===== config.mk =====
export PLATFORM = sky130hd
export DESIGN_NAME = fetch_stage_flat
export DESIGN_NICKNAME = d
export VERILOG_FILES = /design/src/rtl/fetch_stage_pkg.sv /design/src/rtl/fetch_stage_if.sv /design/src/rtl/fetch_stage.sv /design/src/flat_wrapper.sv
export SDC_FILE = /design/constraint.sdc
export NUM_CORES = 1
export LEC_CHECK = 0
export ABC_AREA = 1
export ABC_CLOCK_PERIOD_IN_PS = 10300
export CORE_UTILIZATION = 50
export DETAILED_ROUTE_END_ITERATION = 10
export DONT_BUFFER_PORTS = 1
export PLACE_DENSITY_LB_ADDON = 0.08
export RECOVER_POWER = 50
export REMOVE_ABC_BUFFERS = 1
export SETUP_SLACK_MARGIN = 0.02
export SYNTH_ARGS = -nofsm -noshare
export SYNTH_HDL_FRONTEND = slang
export SYNTH_SLANG_ARGS = --single-unit

===== constraint.sdc =====
create_clock -name clk -period 10.3 [get_ports clk]
set_input_delay 2.575 -clock clk [delete_from_list [all_inputs] [get_ports clk]]
set_output_delay 2.575 -clock clk [all_outputs]
set_load 0.05 [all_outputs]

===== src/rtl/fetch_stage_pkg.sv =====
// Shared constants for the RV32I instruction-fetch stage: NOP encoding,
// default reset PC, fetch FSM encoding and small PC helper functions.
package fetch_stage_pkg;

  // addi x0, x0, 0 -- placed on the output whenever no real instruction is held
  localparam logic [31:0] NOP_INSTR        = 32'h0000_0013;
  localparam logic [31:0] RESET_PC_DEFAULT = 32'h0000_0000;

  // Fetch FSM encoding; 2'b11 is unused and recovers to FETCH
  localparam logic [1:0] ST_FETCH = 2'd0;
  localparam logic [1:0] ST_HOLD  = 2'd1;
  localparam logic [1:0] ST_DROP  = 2'd2;

  // Force a byte address onto a word boundary
  function automatic logic [31:0] word_align(input logic [31:0] addr);
    return addr & 32'hFFFF_FFFC;
  endfunction

  // Sequential next PC; wraps naturally modulo 2^32
  function automatic logic [31:0] pc_next(input logic [31:0] addr);
    return addr + 32'd4;
  endfunction

endpackage


===== src/rtl/fetch_stage_if.sv =====
// Instruction-memory request/acknowledge bus between the fetch stage
// (master) and instruction memory (slave).
interface fetch_stage_if;
  logic        imem_req;
  logic [31:0] imem_addr;
  logic        imem_ack;
  logic [31:0] imem_rdata;

  modport master (
    output imem_req,
    output imem_addr,
    input  imem_ack,
    input  imem_rdata
  );

  modport slave (
    input  imem_req,
    input  imem_addr,
    output imem_ack,
    output imem_rdata
  );
endinterface


===== src/rtl/fetch_stage.sv =====
// RV32I instruction-fetch stage. Owns the PC, requests words from
// instruction memory, and presents a registered PC/instruction pair to
// the IF/ID register. A one-entry skid buffer absorbs a response that
// lands while the pipeline is stalled; DROP swallows the response to a
// request abandoned by a redirect so memory sees a stable address.
module fetch_stage
  import fetch_stage_pkg::*;
#(
  parameter logic [31:0] RESET_PC = RESET_PC_DEFAULT
) (
  input  logic                 clk,
  input  logic                 rst,
  input  logic                 stall,
  input  logic                 redirect_en,
  input  logic [31:0]          redirect_pc,
  fetch_stage_if.master        imem,
  output logic [31:0]          pre_address_pc,
  output logic [31:0]          instruction_fetch,
  output logic                 fetch_valid
);

  logic [1:0]  state_r;
  logic [31:0] pc_r;
  logic [31:0] drop_addr_r;
  logic [31:0] skid_instr_r;
  logic [31:0] skid_pc_r;

  logic        req_s;
  logic [31:0] addr_s;
  logic [31:0] redirect_target_s;
  logic [31:0] pc_inc_s;

  assign redirect_target_s = word_align(redirect_pc);
  assign pc_inc_s          = pc_next(pc_r);

  // Request valid/address decode from the FSM state
  always_comb begin
    req_s  = 1'b0;
    addr_s = pc_r;
    case (state_r)
      ST_FETCH: begin
        req_s  = 1'b1;
        addr_s = pc_r;
      end
      ST_DROP: begin
        req_s  = 1'b1;
        addr_s = drop_addr_r;
      end
      ST_HOLD: begin
        req_s  = 1'b0;
        addr_s = pc_r;
      end
      default: begin
        req_s  = 1'b0;
        addr_s = pc_r;
      end
    endcase
  end

  // Reset kills an in-flight request immediately, not at the next edge
  assign imem.imem_req  = req_s & ~rst;
  assign imem.imem_addr = addr_s;

  // PC, FSM, skid buffer and registered IF/ID outputs
  always_ff @(posedge clk or posedge rst) begin
    if (rst) begin
      state_r           <= ST_FETCH;
      pc_r              <= RESET_PC;
      drop_addr_r       <= 32'h0000_0000;
      skid_instr_r      <= 32'h0000_0000;
      skid_pc_r         <= 32'h0000_0000;
      pre_address_pc    <= RESET_PC;
      instruction_fetch <= NOP_INSTR;
      fetch_valid       <= 1'b0;
    end else begin
      case (state_r)
        ST_FETCH: begin
          if (redirect_en) begin
            // Redirect wins over stall; any response this cycle is stale
            pc_r              <= redirect_target_s;
            fetch_valid       <= 1'b0;
            instruction_fetch <= NOP_INSTR;
            skid_instr_r      <= 32'h0000_0000;
            skid_pc_r         <= 32'h0000_0000;
            if (!imem.imem_ack) begin
              // Outstanding request must still complete at its old address
              drop_addr_r <= pc_r;
              state_r     <= ST_DROP;
            end else begin
              state_r <= ST_FETCH;
            end
          end else if (imem.imem_ack) begin
            pc_r <= pc_inc_s;
            if (!stall) begin
              pre_address_pc    <= pc_r;
              instruction_fetch <= imem.imem_rdata;
              fetch_valid       <= 1'b1;
            end else begin
              // Downstream busy: park the response until the stall clears
              skid_pc_r    <= pc_r;
              skid_instr_r <= imem.imem_rdata;
              state_r      <= ST_HOLD;
            end
          end else if (!stall) begin
            fetch_valid       <= 1'b0;
            instruction_fetch <= NOP_INSTR;
          end else begin
            state_r <= ST_FETCH;
          end
        end
        ST_HOLD: begin
          if (redirect_en) begin
            pc_r              <= redirect_target_s;
            fetch_valid       <= 1'b0;
            instruction_fetch <= NOP_INSTR;
            skid_instr_r      <= 32'h0000_0000;
            skid_pc_r         <= 32'h0000_0000;
            state_r           <= ST_FETCH;
          end else if (!stall) begin
            pre_address_pc    <= skid_pc_r;
            instruction_fetch <= skid_instr_r;
            fetch_valid       <= 1'b1;
            state_r           <= ST_FETCH;
          end else begin
            state_r <= ST_HOLD;
          end
        end
        ST_DROP: begin
          if (redirect_en) begin
            // Abandoned request still pending; only retarget the PC
            pc_r              <= redirect_target_s;
            fetch_valid       <= 1'b0;
            instruction_fetch <= NOP_INSTR;
            state_r           <= ST_DROP;
          end else if (imem.imem_ack) begin
            state_r <= ST_FETCH;
          end else begin
            state_r <= ST_DROP;
          end
        end
        default: begin
          state_r <= ST_FETCH;
        end
      endcase
    end
  end

endmodule


===== src/flat_wrapper.sv =====
// flat-port wrapper written by rule: the top's interface ports become plain ports
module fetch_stage_flat import fetch_stage_pkg::*;
#(
  parameter logic [31:0] RESET_PC = RESET_PC_DEFAULT
)
  (clk, rst, stall, redirect_en, redirect_pc, pre_address_pc, instruction_fetch, fetch_valid, imem_imem_req, imem_imem_addr, imem_imem_ack, imem_imem_rdata);
  fetch_stage_if imem_i ();
  input  logic clk;
  input  logic rst;
  input  logic stall;
  input  logic redirect_en;
  input  logic [31:0] redirect_pc;
  output logic [31:0] pre_address_pc;
  output logic [31:0] instruction_fetch;
  output logic fetch_valid;
  output wire logic [$bits(imem_i.imem_req)-1:0] imem_imem_req;
  output wire logic [$bits(imem_i.imem_addr)-1:0] imem_imem_addr;
  input wire logic [$bits(imem_i.imem_ack)-1:0] imem_imem_ack;
  input wire logic [$bits(imem_i.imem_rdata)-1:0] imem_imem_rdata;
  assign imem_imem_req = imem_i.imem_req;
  assign imem_imem_addr = imem_i.imem_addr;
  assign imem_i.imem_ack = imem_imem_ack;
  assign imem_i.imem_rdata = imem_imem_rdata;
  fetch_stage #(.RESET_PC(RESET_PC)) u_core (.clk(clk), .rst(rst), .stall(stall), .redirect_en(redirect_en), .redirect_pc(redirect_pc), .imem(imem_i), .pre_address_pc(pre_address_pc), .instruction_fetch(instruction_fetch), .fetch_valid(fetch_valid));
endmodule

Word-level counts from Yosys, hierarchy flattened
Index checks and enable logic that the tools add are counted.

$add $sub $neg: 1. Equality and inequality tests: 15. Multiplexer cells: 45. Bitwise logic cells: 3. Reduce and logical (&&, ||, !) cells: 12.

Operator list (number): 32-bit two-way mux (23); 32-bit case mux with 2 select lines (4); 32-bit case mux with 3 select lines (1); 32-bit by 3-bit adder with 32-bit output (second input constant) (1); 2-bit two-way mux (7); 2-bit != test (second input constant) (7); 3-bit != test (second input constant) (4); 3-bit AND reduction (3); 1-bit two-way mux (8); 4-bit AND reduction (2); 2-bit case mux with 3 select lines (1); 6-bit AND reduction (1); 4-bit != test (second input constant) (1); 2-bit nonzero test (2); 2-bit OR reduction (2); 1-bit case mux with 3 select lines (1); 3-bit nonzero test (1); 2-bit by 1-bit == test with 1-bit output (second input constant) (1); 2-bit == test (second input constant) (1); 2-bit logical NOT (1); 2-bit by 1-bit != test with 1-bit output (second input constant) (1); 1-bit NOT (2); 1-bit AND (1).

Register bits: 195. Bits of input ports: 69.

Logic depth before layout (Yosys ltp)
Gate-level depths: netlist (run 1).

Depth in word-level cells: 4. Depth in mapped cells: 10. Gate-level depth less buffers: 10.

Least setup slack after synthesis (run 1)
Ideal clock, no wire load.

Kind: input to output. Start: input port rst. End: output port imem_imem_req. Data arrival time: 3.229 ns. Required time: 7.725 ns. Path slack: 4.496 ns. Stages: 1. Path buffers: 0. Path through: nor2_1.

Longest elaborated chain between the ends: 2.

RTL lines: from (decl) (RTL line flat_wrapper.sv:9) `input logic rst;`; 1-bit NOT (RTL line fetch_stage.sv:61) `assign imem.imem_req = req_s & ~rst;`; 1-bit AND (RTL line fetch_stage.sv:61); to (decl) (RTL line flat_wrapper.sv:16) `output wire logic [$bits(imem_i.imem_req)-1:0] imem_imem_req;`.

No other way between the ends.

==> impl.org, run 1 <==
** Die
- After floorplanning, the core was divided into 50 placement rows.
- Die Y :: 141 um
- Top-level port count :: 167
- Effective utilization at floorplan :: 51.4%
- The die covers 19,900 um^2.
- Die width :: 141 um
- The region available for standard cell placement spans 18,800 um^2.

** Synthesis
- Of all cell types, the one taking the most synthesized area is dfrtp_1.
- Number of library cell types mapped by synthesis :: 35
- Share of synthesized registers carrying an async set or reset :: 100%
- In this run, synthesis inferred 0 flip-flops with an integrated enable.
- Summed over its instances, the top area cell type makes up 48.1% of the synthesized netlist area.
- Ranking of synthesized cells by instance count :: nand2_1 (359), dfrtp_1 (186), nand3_1 (130), o21ai_0 (130), inv_1 (85)
- Sorting the synthesized cells by area gives the leading types as dfrtp_1 (48%), nand2_1 (14%), nand3_1 (6.7%).
- In the synthesized netlist, the number of instances is 1,221.
- After synthesis the netlist holds a flip-flop and latch count of 189.
- Yosys Warn Count :: 0
- Flip-flop cell with the highest count after synthesis :: dfrtp_1
- The cell area that synthesis handed to floorplanning was 9680 um^2.
- nand2_1 is the most common cell in the netlist.
- Share of the yosys chip area belonging to registers :: 48.9%
- Mapped Avg Cell Area :: 7.93 um^2

** Timing
- Summed over all failing endpoints, the final setup total negative slack is 0 ns.
- Relative slew slack :: -289%
- Fin crit period :: 6.47 ns
- Worst hold margin :: 0.483 ns
- Clock skew on the completed layout was measured at 0.0175 ns.
- Final hold violations :: 0
- Count of final max-slew check failures :: 230
- At the pin with the least slew margin, the transition time is 5.83 ns.
- Final setup violation count :: 0
- Setup repair after global routing left no endpoint under its margin.
- Peak Freq :: 155 MHz
- Tcrit/Tclk final :: 62.8%

** Worst setup path
- Critical Path AT :: 5.93 ns
- Worst Path Max Fanout :: 131
- Launching element type of the critical path :: input pin
- On the critical path, the stage with the largest delay is an instance of clkinvlp_2.
- The signal on the critical path passes through clkinvlp_2.
- Critical path data required time :: 9.76 ns
- Delay contributed by the slowest stage of the critical path :: 3.14 ns
- The critical path is of the input pin to async pin type.
- In this design, the largest share of critical-path delay is due to buffers and inverters.
- The number of buffers and inverters on the critical path is 1.
- Nature of the critical path endpoint :: async pin

** Pwr
- Power spread over the standard cell area amounts to 378 nW/um^2.
- Static Leakage :: 4.57 nW
- The worst-case IR drop observed on VDD is 0.000152 V.

** Place
- Placer's final routability congestion estimate :: 0.901
- The HPWL after detailed placement is 15,000 um.
- Buffers placed on the I/O ports in this run total 0.

** Detailed routing
- The detailed router put a total of 10,600 um of wire on met1.
- After detailed routing, the number of vias per cell comes to 5.44.
- Number of nets with antenna violations after routing :: 0
- Across all layers, the routed design uses 7,868 vias.
- Average wire length per cell after detail routing :: 16.6 um
- Detailed Route WL :: 24,000 um
- Starting DRC count in detailed routing :: 485
- Met2 WL :: 11,400 um
- In the detailed route, the total length drawn on met3 is 1710 um.
- For this run, the detailed router's first-pass iteration total came to 6.
- After detailed routing, no signal wire sits above met4.
- DRC violation count after routing :: 0

** Clock network
- Clock network latency to the later pin of the worst-skew pair :: 0.43 ns
- The number of hold buffers added after CTS was 0.
- Clock-pin transition on the worst setup and hold timing paths :: 0.07 ns
- Post_cts resized :: 0
- Clock buffers created by TritonCTS :: 17
- The cell sitting at the root of the clock tree is a clkbuf_16.
- Total number of H-tree levels :: 4
- For this design, the sink count on the clock tree is 189.
- In this run the post-CTS setup repair buffer count came out at 0.
- TritonCTS built the clock tree.
- The longest clock path from root to sink contains 2 buffers.

** Global route
- First-pass GRT wire length :: 39,300 um
- Initial antenna violation count :: 1
- Summed over all layers, the global routing overflow is 0.
- The number of global-route vias before repair was 7,406.
- Global Route Usage Sum :: 25.2%
- Maximum number of pins on one net before global-route repair :: 132

** Cells and area
- Net total in the final layout :: 1,245
- Registers take 4730 um^2.
- Share of post-route cells with drive strength above 1 :: 7.94%
- From synthesis to final layout, the design area changed by 5.65%.
- Number of filler cells placed in the layout :: 1,798
- In the final layout, the multi-input gates occupy 4150 um^2.

** Hold path
- In this run the worst hold path is classified as register to register.

** Outcome
- Status :: finished with violations
- The checks that failed: capacitance limit, slew limit.

** Flow run
- Across the run, the number of max-cap violations was 3.
## per-layer routing
layer	vias to the layer above	global-route usage, %
li1	3892	-
met1	3759	32.3
met2	198	41.7
met3	19	7.40
met4	0	6.29
met5	-	0
## report_power, final
part / internal [W] / switching [W] / total, W / leakage, nW
combinational: 0.000388 / 0.00118 / 0.00157 / 1.92
clock: 0.000364 / 0.000296 / 0.000659 / 0.288
sequential: 0.00105 / 0.000593 / 0.00164 / 2.36
total: 0.00180 / 0.00207 / 0.00387 / 4.57
## cell usage in the layout (no fill, tap or decap), types with 7 or more instances in the layout
master	netlist	final
inv_1	85	85
dfrtp_1	186	186
o21ai_2	27	27
o21ai_0	130	100
nor2_2	6	7
o21a_1	31	31
clkbuf_16	0	17
o211ai_1	30	30
nand2_1	359	359
buf_4	11	9
nor2_1	76	75
o22ai_1	8	8
nand3_1	130	130
o21ai_1	29	59
## per-stage QoR
stage               total power [W]  std cells  area [um^2]  worst slack, ns  util (%)
floorplan                   0.00285       1142         9240             2.59         -
global placement            0.00321       1412         9660             4.48      51.3
detailed placement          0.00324       1412         9660             4.48      51.3
CTS                         0.00391       1444        10200             4.48      54.4
global route                0.00414       1444        10200             2.90      54.3
finish                      0.00387       1446        10200             3.83      54.3
## area by class of cell
| type | count | share of cell area, % |
|---|---|---|
| Antenna cell | 2 | 0.0489 |
| Sequential cell | 189 | 46.3 |
| Timing Repair Buffer | 10 | 0.697 |
| Inverter | 91 | 3.43 |
| Clock inverter | 10 | 1.02 |
| Multi-Input combinational cell | 862 | 40.6 |
| Clock buffer | 22 | 4.73 |
| Tap cell | 260 | 3.18 |
## state kept, by name (all words and copies together), names as in the netlist
name and cells:
u_core.state_r 2, u_core.instruction_fetch 32, u_core.drop_addr_r 30, u_core.skid_pc_r 31, u_core.skid_instr_r 32, u_core.fetch_valid 1
u_core.pre_address_pc 31, u_core.pc_r 30
## kinds of logic (layout without fill, tap and decap cells)
logic type                 after synthesis  count (layout)  synth area share, %
DFF                                    189             189                 48.9
other                                    1               4               0.0387
AOI/OAI and AO/OA                      266             266                 16.8
adders and majority gates                5               5                0.646
xor gates and xnor gates                 2               2                0.181
and+or+nand+nor                        587             587                 25.2
buffers and inverters                  171             133                 8.19
## path summary, 6_finish.rpt
path | from | to | slack, ns | cells past startpoint
max in group clk | redirect_en | u_core.pc_r[14]$_DFFE_PP0P_ | 4.36 | 6
min reg2reg | u_core.skid_pc_r[2]$_DFFE_PP0P_ | u_core.skid_pc_r[2]$_DFFE_PP0P_ | 0.48 | 2
max | rst | u_core.pc_r[19]$_DFFE_PP0P_ | 3.83 | 1
min | u_core.skid_pc_r[2]$_DFFE_PP0P_ | u_core.skid_pc_r[2]$_DFFE_PP0P_ | 0.48 | 2
min in group asynchronous | rst | u_core.pre_address_pc[2]$_DFFE_PP0P_ | 3.78 | 1
max reg2reg | u_core.state_r[1]$_DFFE_PP0N_ | u_core.pre_address_pc[29]$_DFFE_PP0P_ | 5.96 | 8
Power figures use the tool's default switching activity.
==> run 2, diff against run 1 <==
--- a/config.mk
+++ b/config.mk
@@ -5,8 +5,8 @@
 export SDC_FILE = /design/constraint.sdc
 export NUM_CORES = 1
 export LEC_CHECK = 0
-export ABC_AREA = 1
-export ABC_CLOCK_PERIOD_IN_PS = 10300
+export ABC_AREA = 0
+export ABC_CLOCK_PERIOD_IN_PS = 6800
 export CORE_UTILIZATION = 50
 export DETAILED_ROUTE_END_ITERATION = 10
 export DONT_BUFFER_PORTS = 1
==> constraint.sdc (replaced) <==
create_clock -name clk -period 6.8 [get_ports clk]
set_input_delay 1.7 -clock clk [delete_from_list [all_inputs] [get_ports clk]]
set_output_delay 1.7 -clock clk [all_outputs]
set_load 0.05 [all_outputs]
==> run 2 against run 1 <==
The flow still finishes with violations (capacitance limit, slew limit). Synthesized area shrank 6.5%. Final cell count down 22%. Sequential share of layout area increased by 2.7 points. Critical path type is now register to register. Critical endpoint is now u_core.skid_pc_r[28]$_DFFE_PP0P_. Highest routed layer unchanged.
==> impl.org, run 2 <==
** Detailed routing
- The detailed-route via count is 6,625 (-16%).
- The detailed-route wire length is 21,600 um (-10%).
- Starting DRC count in detailed routing :: 517 (+6.6%)
- DRC violation count after routing :: 0 (unchanged)
- Average wire length per cell after detail routing :: 19.2 um (+16%)
- The number of nets with antenna violations after detailed routing was 0 (unchanged).
- The number of vias per cell came to 5.88 (+8.1%).
- The first-pass iteration count of the detailed router is 5 (-1).

** Synthesis
- The sequential cell area fraction in the yosys report was 52.3% (+3.4 points).
- The post-synthesis async set-or-reset flop share was 100% (unchanged).
- The post-synthesis area per instance was 9.58 um^2 (+21%).
- The number of enable-type register cells in the synthesized netlist is 0 (unchanged).
- The share of the synthesized area in the top cell type came to 51.4% (+3.3 points).
- Post-Synthesis Cells :: 945 (-23%)
- Most common cell in the synthesized netlist :: nand2_1
- The register bit total from synthesis came to 189 (unchanged).
- Flip-flop cell with the highest count after synthesis :: dfrtp_1
- Sorting the synthesized cells by how often they occur yields nand2_1 (193), dfrtp_1 (186), o21ai_0 (122).
- By area the synthesized netlist is led by dfrtp_1 (51%), nand2_1 (8.0%), mux2_2 (7.2%).
- Cell type contributing the most total cell area after synthesis :: dfrtp_1
- Number of library cell types mapped by synthesis :: 54 (+54%)
- The total standard cell area after synthesis came to 9050 um^2 (-6.5%).
- Yosys Warn Count :: 0 (unchanged)

** Timing
- The final clock skew is 0.0108 ns (-0.00672 ns).
- Peak Freq :: 193 MHz
- Final total negative setup slack :: 0 ns (unchanged)
- Worst hold margin :: 0.479 ns (-0.00418 ns)
- Least-Margin Pin Slew :: 2.89 ns (-2.94 ns)
- The max-slew violation count was 334 (+45%).
- Tcrit/Tclk final :: 76.4%
- The relative slew slack was -92.7% (+200 points).
- Final hold violations :: 0 (unchanged)
- Unrepaired setup endpoints after global routing :: no
- The count of final setup violators came to 0 (unchanged).
- The worst path in the final design needs a cycle of 5.19 ns, including I/O delays and setup.
- The smallest setup slack after layout was 1.61 ns (-2.22 ns).

** Worst setup path
- Crit path from :: u_core.state_r[1]$_DFFE_PP0N_
- Critical Path AT :: 5.46 ns (-0.47 ns)
- STA classifies the critical path endpoint as a register.
- Critical path start-end classification :: register to register
- The path depth of the worst reg2reg path is 7 (-1).
- The worst setup path is launched from a register.
- Worst R2R Start :: u_core.state_r[1]$_DFFE_PP0N_
- Worst Path Max Fanout :: 100 (-24%)
- The required time of the worst setup path was 7.06 ns (-2.70 ns).

** Flow run
- Max Cap Violations :: 6 (+3)

** Clock network
- Post_cts resized :: 0 (unchanged)
- TritonCTS built the clock tree.
- Clock network latency to the later pin of the worst-skew pair :: 0.43 ns (about the same)
- Setup fix buffers added after clock tree synthesis :: 0 (unchanged)
- Clock tree buffer depth :: 2 (unchanged)
- Total number of H-tree levels :: 4 (unchanged)
- The total clock buffers created by CTS was 17 (unchanged).
- The clock net sink count came to 189 (unchanged).
- Number of buffers inserted by hold repair at cts :: 0 (unchanged)
- Clock-pin transition on the worst setup and hold timing paths :: 0.07 ns (about the same)
- Clock root cell :: clkbuf_16

** Cells and area
- Number of filler cells placed in the layout :: 1,542 (-14%)
- The final instance count without filler cells was 1,126 (-22%).
- The library cells used most frequently in the layout, excluding fill and tap cells, are nand2_1 (193), dfrtp_1 (186), o21ai_0 (121).
- Fin util :: 55.3% (+1.0 points)
- The antenna diode instance count is 0 (-2).
- Most common cell after layout, fill and taps aside :: nand2_1
- The storage element area came to 4730 um^2 (unchanged).
- The fraction of final layout cells sized beyond drive strength 1 is 13.1% (+5.2 points).
- The multi-input logic area is 3970 um^2 (-4.4%).
- Top Registers :: u_core.instruction_fetch (32), u_core.skid_instr_r (32)
- From synthesis to final layout, the design area changed by 6.87%.
- The net count of the finished layout came to 962 (-23%).

** Hold path
- The startpoint identified for the worst hold timing path is u_core.skid_instr_r[13]$_DFFE_PP0P_.
- The worst hold path depth was 2 (unchanged).
- In this run the worst hold path is classified as register to register.

** Die
- The overall die width is 137 um (-3.3%).
- The effective utilization at floorplan was 51.8% (+0.38 points).
- The area enclosed by the die boundary is 18,600 um^2 (-6.4%).
- Top-level port count :: 167 (unchanged)
- The floorplan row count is 48 (-4.0%).
- The floorplan core area came to 17,500 um^2 (-7.2%).
- The die height was 137 um (-3.3%).

** Place
- Cell Count Post-Placement :: 1,094 (-23%)
- Placer's final routability congestion estimate :: 0.759 (-16%)
- Placement Setup Slack :: 2.72 ns (-1.76 ns)
- The detailed placement HPWL was 13,500 um (-10%).
- The number of input and output port buffers inserted was 0 (unchanged).

** Global route
- The number of antenna violations at the first check in global routing came to 0 (-1).
- The number of global-route vias before repair is 6,330 (-15%).
- First-pass GRT wire length :: 34,300 um (-13%)
- The largest net degree at the start of global routing came to 131 (-0.76%).
- The overall routing resource usage was 23.8% (-1.4 points).
- The remaining global-route overflow was 0 (unchanged).

** Pwr
- The static power due to leakage was 3.96 nW (-13%).
- IR drop worst, VDD :: 0.000295 V (+94%)
- Power Density :: 574 nW/um^2 (+52%)

** Outcome
- Violated checks :: capacitance limit, slew limit
- Status :: finished with violations
run 2: changes by cell type in the layout (fill, tap and decap cells not counted), sizes merged, moves of 58 or more:
cell / previous run / this run
a21oi: 4 / 62
o21ai: 186 / 123
mux2: 0 / 58
nand3: 130 / 17
inv: 93 / 7
nand2: 362 / 193
run 2: cell type report:
type	instances	share of cell area (%)
inverter	5	0.233
clock buffer	21	4.86
tap	225	2.91
clock inverter	11	1.37
multi-input combinational	665	41.1
sequential	189	48.9
timing repair buffer	10	0.621
run 2: through the flow:
| step | area, um^2 | total power (W) |
|---|---|---|
| 3_5_place_dp | 9110 | 0.00457 |
| 5_1_grt | 9670 | 0.00589 |
| 4_1_cts | 9720 | 0.00559 |
| 3_3_place_gp | 9110 | 0.00448 |
| 6_report | 9670 | 0.00556 |
| 2_1_floorplan | 8690 | 0.00411 |
run 2: logic make-up after synthesis:
family | count (synthesis) | share of synthesized area, %
buffers and inverters | 92 | 4.26
flip-flops | 189 | 52.3
adder cells (fa/ha/maj) | 5 | 0.691
multiplexers | 90 | 10.8
AO/OA/AOI/OAI | 263 | 17.0
other | 1 | 0.0414
AND/OR/NAND/NOR | 305 | 14.9
run 2: power breakdown:
part	leakage, nW	switching (W)	total (W)	internal [W]
Clock	0.291	0.000439	0.00102	0.000577
Combinational	1.35	0.00133	0.00197	0.000635
Sequential	2.31	0.000959	0.00257	0.00161
Total	3.96	0.00273	0.00556	0.00283
run 2: metal layers:
layer,global-route usage (%),vias up,share of wire [%]
li1,-,3172,-
met5,0,-,0
met1,31.0,3263,43
met4,6.23,0,1.0
met2,38.6,171,49
met3,7.00,19,7.3
run 2: worst max-delay path: stages, from the launching register on:
cell	delay (ns)
dfrtp_1	0.43
inv_1	0.11
ha_1	0.35
clkbuf_1	2.09
nor2_1	0.29
o22ai_4	0.66
buf_4	0.83
o21ai_0	0.23
run 2: worst paths after layout:
path	slack, ns	to
min in group asynchronous	1.98	u_core.pre_address_pc[19]$_DFFE_PP0P_
min reg2reg	0.48	u_core.skid_instr_r[13]$_DFFE_PP0P_
min	0.48	u_core.skid_instr_r[13]$_DFFE_PP0P_
max in group asynchronous	2.96	u_core.instruction_fetch[12]$_DFFE_PP0P_
max reg2reg	1.61	u_core.skid_pc_r[28]$_DFFE_PP0P_
max	1.61	u_core.skid_pc_r[28]$_DFFE_PP0P_
==> run 3, diff against run 2 <==
--- a/config.mk
+++ b/config.mk
@@ -6,7 +6,7 @@
 export NUM_CORES = 1
 export LEC_CHECK = 0
 export ABC_AREA = 0
-export ABC_CLOCK_PERIOD_IN_PS = 6800
+export ABC_CLOCK_PERIOD_IN_PS = 4500
 export CORE_UTILIZATION = 50
 export DETAILED_ROUTE_END_ITERATION = 10
 export DONT_BUFFER_PORTS = 1
==> constraint.sdc (replaced) <==
create_clock -name clk -period 4.5 [get_ports clk]
set_input_delay 1.125 -clock clk [delete_from_list [all_inputs] [get_ports clk]]
set_output_delay 1.125 -clock clk [all_outputs]
set_load 0.05 [all_outputs]
==> run 3 against run 2 <==
The run still ends with capacitance limit, slew limit left. Sequential power up 51%. Clock power rose by 54%. Utilization rose by 0.42 points. Critical endpoint is now imem_imem_addr[2]. Count of clock-buffer cells in the layout is the same. Design area grew 0.75%. Setup slack got worse by 0.96 ns.
==> impl.org, run 3 (synthesis gave the netlist of run 2 again) <==
** Outcome
- Status :: finished with violations
- Violated checks :: capacitance limit, slew limit

** Timing
- Skew final :: 0.00897 ns (-0.00180 ns)
- Final hold violations :: 0 (unchanged)
- Setup repair after global routing left no endpoint under its margin.
- The count of final setup violators is 0 (unchanged).
- The max-slew violation count is 172 (-49%).
- Derived from the worst setup path, the maximum achievable clock frequency is 259 MHz.
- The actual slew at the worst max-slew pin was 3.11 ns (+0.223 ns).
- Tcrit/Tclk final :: 85.7%
- Fin crit period :: 3.86 ns
- The relative slew slack is -108% (-15 points).
- Slack of the critical path :: 0.643 ns (-0.963 ns)

** Global route
- The remaining global-route overflow is 0 (unchanged).
- Initial antenna violation count :: 0 (unchanged)
- The overall routing resource usage is 23.4% (-0.39 points).
- Maximum number of pins on one net before global-route repair :: 148 (+13%)
- The number of global-route vias before repair came to 6,261 (-1.1%).
- First-pass GRT wire length :: 33,800 um (-1.4%)

** Clock network
- The clock net sink count is 189 (unchanged).
- TritonCTS built the clock tree.
- Clock tree buffer depth :: 2 (unchanged)
- In this run the clock root is driven by a clkbuf_16.
- The clock insertion delay at the later pin of the skew report was 0.42 ns (about the same).
- Number of buffers inserted by hold repair at cts :: 0 (unchanged)
- Post_cts resized :: 0 (unchanged)
- Setup fix buffers added after clock tree synthesis :: 0 (unchanged)
- Total number of H-tree levels :: 4 (unchanged)
- Clock buffers created by TritonCTS :: 17 (unchanged)
- The clock edge transition at the registers on the reported setup and hold paths was 0.07 ns (about the same).

** Detailed routing
- The first-pass iteration count of the detailed router came to 5 (unchanged).
- The met3 wire length was 1620 um (+2.7%).
- Vias after detailed routing :: 6,585 (-0.60%)
- The number of vias per cell was 5.84 (-0.78%).
- The wire length the detailed router placed on met1 came to 9230 um (-0.80%).
- Met2 WL :: 9990 um (-4.5%)
- The initial detailed-routing violation count is 372 (-28%).
- The highest layer touched by signal routing is met4.
- The number of nets with antenna violations after detailed routing is 0 (unchanged).
- The detailed-route wire length came to 21,000 um (-2.5%).
- DRC violation count after routing :: 0 (unchanged)
- Average wire length per cell after detail routing :: 18.6 um (-2.7%)

** Worst setup path
- Nature of the critical path endpoint :: output pin
- The maximum fanout along the worst path is 21 (-79%).
- Critical path start-end classification :: register to output pin
- Launching element type of the critical path :: register
- The arrival time at the worst endpoint is 2.73 ns (-2.73 ns).
- The required time of the worst setup path was 3.38 ns (-3.68 ns).

** Cells and area
- Most common cell after layout, fill and taps aside :: nand2_1
- Share of post-route cells with drive strength above 1 :: 13.8% (+0.75 points)
- Synth-to-Final Area Change :: 7.67%
- Non-filler cells, final :: 1,128 (+0.18%)
- In the layout the commonest cells are nand2_1 (193), dfrtp_1 (186), o21ai_0 (121).
- The total non-filler cell area in the finished layout was 9750 um^2 (+0.75%).
- The number of filler cells placed in the layout is 1,558 (+1.0%).
- Net total in the final layout :: 964 (+0.21%)
- Diode insertion count for antenna repair :: 0 (unchanged)
- In the final layout, the registers with the most flip-flops are u_core.instruction_fetch (32), u_core.skid_instr_r (32).
- The final core area utilization was 55.8% (+0.42 points).

** Pwr
- The power density of the placed cells is 866 nW/um^2 (+51%).
- Switching pwr :: 0.00412 W (+51%)
- The net switching share of the total power is 48.8% (-0.35 points).
- The sequential fraction of design power is 46.0% (-0.3 points).
- Comb pwr share :: 35.4% (about the same)
- Static Leakage :: 4.00 nW (+1.0%)
- IR drop worst, VDD :: 0.000483 V (+64%)
- The internal power was 0.00432 W (+53%).
- The clock power share was 18.6% (+0.3 points).

** Flow run
- Max Cap Violations :: 2 (-4)

** Die
- Die Y :: 137 um (unchanged)
- The effective utilization at floorplan is 51.8% (unchanged).
- Top-level port count :: 167 (unchanged)
- Number of placement rows :: 48 (unchanged)
- Die width :: 137 um (unchanged)
- Placeable core region :: 17,500 um^2 (unchanged)
- Area of the die :: 18,600 um^2 (unchanged)

** Place
- The cell area after placement is 9140 um^2 (+0.30%).
- The detailed placement HPWL was 13,600 um (+1.0%).
- The cell total after placement came to 1,096 (+0.18%).
- The number of input and output port buffers inserted is 0 (unchanged).
- Placer's final routability congestion estimate :: 0.767 (+1.1%)
- The worst setup slack before clock tree synthesis was 1.38 ns (-1.34 ns).

** Hold path
- The worst hold path belongs to the class register to register.
## run 3: cell count changes in the layout (fill, tap and decap cells not counted), sizes merged
cell	delta
clkbuf	-3
bufinv	+1
buf	+5
inv	+1
clkinv	-2
## run 3: critical path, stage by stage (launching register included)
cell     delay, ns
dfrtp_1       0.41
inv_1         0.11
ha_1          0.82
buf_4         0.46
mux2_2        0.51
## run 3: metal layers
layer	vias to the layer above	track usage, %
li1	3182	-
met1	3229	31.6
met2	161	36.6
met3	13	6.85
met4	0	6.30
met5	-	0
## run 3: worst paths after layout
path | startpoint | end | slack, ns | cells after the start
setup / recovery | u_core.state_r[0]$_DFFE_PP0N_ | imem_imem_addr[2] | 0.64 | 4
hold / removal | u_core.skid_pc_r[21]$_DFFE_PP0P_ | u_core.skid_pc_r[21]$_DFFE_PP0P_ | 0.48 | 2
setup reg to reg | u_core.state_r[1]$_DFFE_PP0N_ | u_core.pre_address_pc[12]$_DFFE_PP0P_ | 1.08 | 8
hold reg to reg | u_core.skid_pc_r[21]$_DFFE_PP0P_ | u_core.skid_pc_r[21]$_DFFE_PP0P_ | 0.48 | 2
max in group asynchronous | rst | u_core.skid_instr_r[5]$_DFFE_PP0P_ | 1.10 | 2
min in group asynchronous | rst | u_core.skid_instr_r[1]$_DFFE_PP0P_ | 1.48 | 1
## run 3: through the flow
step           hold slack [ns]  TNS [ns]  total power [W]
2_1_floorplan            0.445   -464.34          0.00621
3_3_place_gp             0.460         0          0.00678
3_5_place_dp             0.471         0          0.00693
4_1_cts                  0.486         0          0.00850
5_1_grt                  0.501         0          0.00895
6_report                 0.481         0          0.00844
## run 3: cell type report
type                       count  area [um^2]  area share (%)
tap                          225          282            2.89
clock buffer                  21          460            4.72
sequential                   189         4730            48.6
inverter                       5         22.5           0.231
multi-input combinational    665         3990            41.0
timing repair buffer          12          100            1.03
clock inverter                11          154            1.58
## run 3: power by group through the flow
| stage | Sequential, W | Combinational (W) | Clock, W |
|---|---|---|---|
| 3_3_place_gp | 0.00386 | 0.00292 | 0 |
| 2_1_floorplan | 0.00370 | 0.00251 | 0 |
| 6_report | 0.00388 | 0.00298 | 0.00157 |
| 4_1_cts | 0.00388 | 0.00302 | 0.00160 |
| 5_1_grt | 0.00401 | 0.00328 | 0.00167 |
| 3_5_place_dp | 0.00392 | 0.00301 | 0 |
